$ cat config.mk
export PLATFORM = sky130hd
export DESIGN_NAME = serial_half_subtractor
export DESIGN_NICKNAME = d
export VERILOG_FILES = /design/src/rtl/serial_half_subtractor_pkg.sv /design/src/rtl/full_subtractor_cell.sv /design/src/rtl/serial_half_subtractor.sv
export SDC_FILE = /design/constraint.sdc
export NUM_CORES = 1
export LEC_CHECK = 0
export ABC_AREA = 1
export CAP_MARGIN = 20
export CORE_ASPECT_RATIO = 1.4
export CORE_MARGIN = 3
export CORE_UTILIZATION = 47
export DETAILED_ROUTE_END_ITERATION = 7
export HOLD_SLACK_MARGIN = 0.08
export PLACE_DENSITY = 0.79
export SYNTH_ARGS = -nofsm -noshare
export SYNTH_HDL_FRONTEND = slang
export SYNTH_SLANG_ARGS = --single-unit
export TNS_END_PERCENT = 50
$ cat constraint.sdc
create_clock -name clk -period 2.3 [get_ports clk]
set_input_delay 0.69 -clock clk [delete_from_list [all_inputs] [get_ports clk]]
set_output_delay 0.69 -clock clk [all_outputs]
set_load 0.02 [all_outputs]
$ cat src/rtl/serial_half_subtractor_pkg.sv
// Shared types and sizing helpers for the bit-serial subtractor and its future adder sibling.
package serial_half_subtractor_pkg;

  typedef enum logic [1:0] {
    IDLE = 2'd0,
    RUN  = 2'd1,
    DONE = 2'd2
  } state_t;

  localparam int W_DEFAULT = 8;

  // Bit count needed to index W serial steps (0..W-1).
  function automatic int cnt_width(input int w);
    return (w < 2) ? 1 : $clog2(w);
  endfunction

endpackage

$ cat src/rtl/full_subtractor_cell.sv
// One-bit full subtractor: d = a - b - bin, bout set when the bit borrows.
module full_subtractor_cell (
  input  logic a_bit,
  input  logic b_bit,
  input  logic bin,
  output logic d,
  output logic bout
);

  assign d    = a_bit ^ b_bit ^ bin;
  assign bout = (~a_bit & b_bit) | (~(a_bit ^ b_bit) & bin);

endmodule

$ cat src/rtl/serial_half_subtractor.sv
// Bit-serial unsigned subtractor: computes a - b LSB-first through one cell, W cycles per operation.
module serial_half_subtractor
  import serial_half_subtractor_pkg::*;
#(
  parameter int W = W_DEFAULT
) (
  input  logic         clk,
  input  logic         rst,
  input  logic         in_valid,
  output logic         in_ready,
  input  logic [W-1:0] a,
  input  logic [W-1:0] b,
  output logic         out_valid,
  input  logic         out_ready,
  output logic [W-1:0] diff,
  output logic         borrow_out
);

  localparam int CW = cnt_width(W);
  localparam logic [CW-1:0] LAST = CW'(W - 1);

  state_t         state_reg, state_next;
  logic [W-1:0]   sa_reg, sb_reg, diff_reg;
  logic           br_reg;
  logic [CW-1:0]  count_reg;
  logic           cell_d, cell_bout;

  full_subtractor_cell u_cell (
    .a_bit (sa_reg[0]),
    .b_bit (sb_reg[0]),
    .bin   (br_reg),
    .d     (cell_d),
    .bout  (cell_bout)
  );

  always_ff @(posedge clk) begin
    if (rst) state_reg <= IDLE;
    else     state_reg <= state_next;
  end

  always_comb begin
    state_next = state_reg;
    case (state_reg)
      IDLE:    if (in_valid) state_next = RUN;
      RUN:     if (count_reg == LAST) state_next = DONE;
      DONE:    if (out_ready) state_next = IDLE;
      default: state_next = IDLE;
    endcase
  end

  // Results are gated by state so nothing but registers ever reaches the outputs.
  always_comb begin
    in_ready   = (state_reg == IDLE);
    out_valid  = (state_reg == DONE);
    diff       = (state_reg == DONE) ? diff_reg : '0;
    borrow_out = (state_reg == DONE) & br_reg;
  end

  always_ff @(posedge clk) begin
    if (rst) begin
      sa_reg    <= '0;
      sb_reg    <= '0;
      diff_reg  <= '0;
      br_reg    <= 1'b0;
      count_reg <= '0;
    end else begin
      case (state_reg)
        IDLE: begin
          if (in_valid) begin
            sa_reg    <= a;
            sb_reg    <= b;
            diff_reg  <= '0;
            br_reg    <= 1'b0;
            count_reg <= '0;
          end
        end
        RUN: begin
          diff_reg <= {cell_d, diff_reg[W-1:1]};
          sa_reg   <= sa_reg >> 1;
          sb_reg   <= sb_reg >> 1;
          br_reg   <= cell_bout;
          // Hold at the final index rather than wrapping; the FSM leaves RUN here anyway.
          if (count_reg != LAST) count_reg <= count_reg + 1'b1;
        end
        default: ;
      endcase
    end
  end

endmodule

Word level (Yosys, flattened, before mapping) --
Index checks and enable logic that the tools add are counted.
Storage, ports and cells: flip-flop bits (word level) 30, input bits 20, output and inout bits 11, logic and storage cells 44
Operators by class: add/sub/neg operators 1, eq/ne operators 8, muxes and demuxes 16, bitwise operators 8, reduce and logical (&&, ||, !) cells 5
Operators with widths (count):
- 8-bit case mux with 2 select lines | 3
- 8-bit 2-to-1 mux | 4
- 2-bit 2-to-1 mux | 3
- 3-bit 2-to-1 mux | 2
- 2-bit inequality test, second input constant | 3
- 2-bit case mux with 3 select lines | 1
- 3-bit case mux with 2 select lines | 1
- 3-bit AND reduction | 2
- 3-bit by 1-bit adder with 3-bit output, second input constant | 1
- 1-bit bitwise AND | 3
- 3-bit == test, second input constant | 1
- 3-bit inequality test, second input constant | 1
- 2-bit by 1-bit == test with 1-bit output, second input constant | 1
- 2-bit == test, second input constant | 1
- 2-bit zero test | 1
- 2-bit by 1-bit inequality test with 1-bit output, second input constant | 1
- 1-bit inverter | 2
- 1-bit case mux with 2 select lines | 1
- 2-bit AND reduction | 1
- 2-bit nonzero test | 1
- 1-bit XOR | 2
- 1-bit 2-to-1 mux | 1
- 1-bit bitwise OR | 1

Depth between registers and ports, before layout --
depth in word-level cells 5, gate-level depth with buffers 8, gate-level depth less buffers 6

Modules after synthesis --
A second synthesis with hierarchy kept.
Second synthesis, totals: cell total of the unflattened synthesis 249, area total of the unflattened synthesis 1525.2 um2
By module, submodules not included:
- serial_half_subtractor | times used 1, cells each 245, area an instance 1493.9 um2, seq. area each 600.6 um2
- full_subtractor_cell | times used 1, cells each 4, area an instance 31.3 um2, seq. area each 0.0 um2

Worst setup path before layout --
No wires, ideal clock.
path type flip-flop to output port, from register state_reg[1], to output borrow_out, data arrival time 1335 ps, data required time 1610 ps, path slack 275 ps, stages on the path, launching flop included 5, buffers on the path 0, cell sequence dfxtp_1 inv_2 nor2_1 inv_2 nor2_1
On the way: cells in the longest elaborated chain, start to end 2
RTL lines:
- from (decl) | RTL line serial_half_subtractor.sv:22 | state_t state_reg, state_next;
- from (signal assigned) | RTL line serial_half_subtractor.sv:38 | else state_reg <= state_next;
- 2-bit == test
- named net out_valid | RTL line serial_half_subtractor.sv:13 | output logic out_valid,
- 1-bit bitwise AND | RTL line serial_half_subtractor.sv:56 | borrow_out = (state_reg == DONE) & br_reg;
- to (decl) | RTL line serial_half_subtractor.sv:16 | output logic borrow_out
The timed path passes the listed nets, and every way through them passes these cells.

Worst setup path in the final report --
from register state_reg[0], to output in_ready
On the way: cells in the longest elaborated chain, start to end 1
RTL lines:
- 2-bit zero test | RTL line serial_half_subtractor.sv:53 | in_ready = (state_reg == IDLE);
- to (decl) | RTL line serial_half_subtractor.sv:10 | output logic in_ready,
Every way passes these cells.

==> flow_summary.toml <==
[finish]
fill_cells = 302
final_common_cell = "nand2_1"
num_antenna_cells = 0
drive_gt1_share_pct = 8.273
layout_common_cells = "98 x nand2_1, 45 x nor2_1, 29 x dfxtp_1"
multi_input_area_um2 = 734.5
sequential_cell_area_um2 = 601.8
nets = 300
syn_to_final_growth_pct = 26.85

[setup_path]
worstSetupStartpointType = "flop"
cp-end-kind = "output pin"
cp_cell_sequence = "buf_4 > nor2_1 > clkdlybuf4s50_1"
critical-path-slowest-cell = "clkdlybuf4s50_1"
cp_max_fo = 6
crit_required_ns = 1.61
worstSetupPathType = "flop to output pin"
critPathArrivalTime_ns = 1.51
slowest_delay_ns = 0.62

[synth]
synth_cell_types = 20
syn-num-nets = 266
yosys_warnings = 0
synth-seq-area-share_pct = 38.93
avgSynthCellArea_um2 = 6.349
syn_area_um2 = 1543
ys_ff_latch = 30
syn_inst = 243

[clock_tree]
cts_tree = "done"
hold_buffers = 0
cts_buffers = 5
clk_pin_slew_ns = 0.06
htreeDepth = 2
clkLatencyLatePin_ns = 0.28
cts_num_sinks = 30
cts_buffer_depth = 2
root_buffer = "clkbuf_8"

[detailed_routing]
drtPass1Iterations = 4
wl_per_cell_um = 8.767
drtIter0Drc = 45
routed-via-count = 1398
wl_um = 2779
viasPerCell = 4.410
drc = 0
drtAntennaViolNets = 0

[power_and_ir_drop]
swShare_pct = 24.72
p_sw_w = 0.0003066
p_comb_share_pct = 14.5
power.density_nw_per_um2 = 633.7
internal_power_w = 0.0009334
clkPwrFrac_pct = 40.1
pwr-share-seq_pct = 45.4
vdd_drop_max_uv = 397.9
leakagePower_nw = 0.9242

[min_path]
hp-class = "flop to flop"

[timing]
setup_ws_ns = 0.1010
hold_violations = 0
hold_slack_ns = 0.4677
layout_min_cycle_time_ns = 2.199
tns_ns = 0
rsz0062_at_grt = "false"
max_slew_margin_pct = 65.88
max_freq_mhz = 454.8
setup_viol = 0
worst_pin_slew_ns = 0.5106
slew_violations = 0
timing.final.crit_share_pct = 95.61
skew_ns = 0.002785

[die]
fp-row-count = 24
coreArea_um2 = 3123
pin_count = 31
start_util_pct = 49.40
die-area_um2 = 4016
die_height_um = 73.79
dieWidth_um = 54.42

[global_route]
grt_pass1_wl_um = 4947
grt_max_degree = 27
grtUsageTotal_pct = 16.90
grt_antenna_before_repair = 0
first_global_vias = 1216
grt_overflow = 0

[place]
dp_worst_setup_slack_ns = 0.1479
port_buffers = 30
place_hpwl_um = 1954
place_congestion = 0.7737

[run_status]
status = "completed"

[flow_run]
max_cap_viol_count = 0
==> area by class of cell <==
| class | count | share of cell area (%) |
|---|---|---|
| Sequential cell | 30 | 30.75 |
| Inverter | 32 | 6.138 |
| Multi-Input combinational cell | 171 | 37.53 |
| Timing Repair Buffer | 37 | 17.46 |
| Tap cell | 39 | 2.494 |
| Clock buffer | 8 | 5.627 |
==> synth_stat cells (all sizes together) <==
cell    count  area, µm²
clkbuf      1      3.750
buf         9      83.82
o21ai       1      16.27
dfxtp      30      600.6
fa          1      20.02
nand3b      1      7.510
nand2      99      379.1
inv        31      116.4
ha          2      25.02
nor2       46      180.2
a21oi      13      65.06
nand3       7      35.03
or2         1      6.260
clkinv      1      3.750
==> layer usage <==
layer  part of all wire, %  GRT usage, %  vias up
met5                     0             0        -
met4                   2.3         9.141        0
met3                   3.9         4.868        6
met2                    50         27.16       28
met1                    44         19.60      584
li1                      -             -      780
==> per-stage QoR <==
step	total power [W]	util, %	area, µm²	std cells
finish	0.001240	62.66	1957	317
floorplan	0.0007044	-	1543	243
global placement	0.0007540	59.46	1857	309
CTS	0.001256	62.58	1954	317
global route	0.001312	62.66	1957	317
detailed placement	0.0007566	59.46	1857	309
==> worst max-delay path, delay by kind of cell, from the launching register on <==
| family | cells | cell delay [ns] |
|---|---|---|
| AND/OR/NAND/NOR | 1 | 0.13 |
| flip-flops | 1 | 0.31 |
| buffers and inverters | 2 | 0.78 |
==> timing repair <==
item	in CTS	in global routing
setup endpoints to repair	10	2
buffers inserted	0	0
endpoints found under the hold margin	0	0
resized for setup	10	2
cloned	0	0
==> kinds of logic after synthesis <==
logic type                 count (synthesis)  share of synthesized area [%]
and+or+nand+nor                          154                          39.42
AOI/OAI and AO/OA                         14                          5.272
DFF                                       30                          38.93
adders and majority gates                  3                          2.920
buffers and inverters                     42                          13.46
==> final timing paths <==
check,from,to,slack (ns),depth (start not counted)
worst min register to register,diff_reg[0],diff_reg[0],0.47,2
worst min-delay path,diff_reg[0],diff_reg[0],0.47,2
worst max register to register,state_reg[0],sb_reg[5],0.96,7
worst max-delay path,state_reg[0],in_ready,0.10,3
==> power by group through the flow <==
stage	registers (W)	clock network [W]	logic (W)
5_1_grt	0.000567	0.000536	0.000209
3_5_place_dp	0.000575	0	0.000182
2_1_floorplan	0.000572	0	0.000133
6_report	0.000563	0.000497	0.000180
3_3_place_gp	0.000574	0	0.000180
4_1_cts	0.000563	0.000510	0.000183
Note: power is estimated with default switching activity, not from simulation.
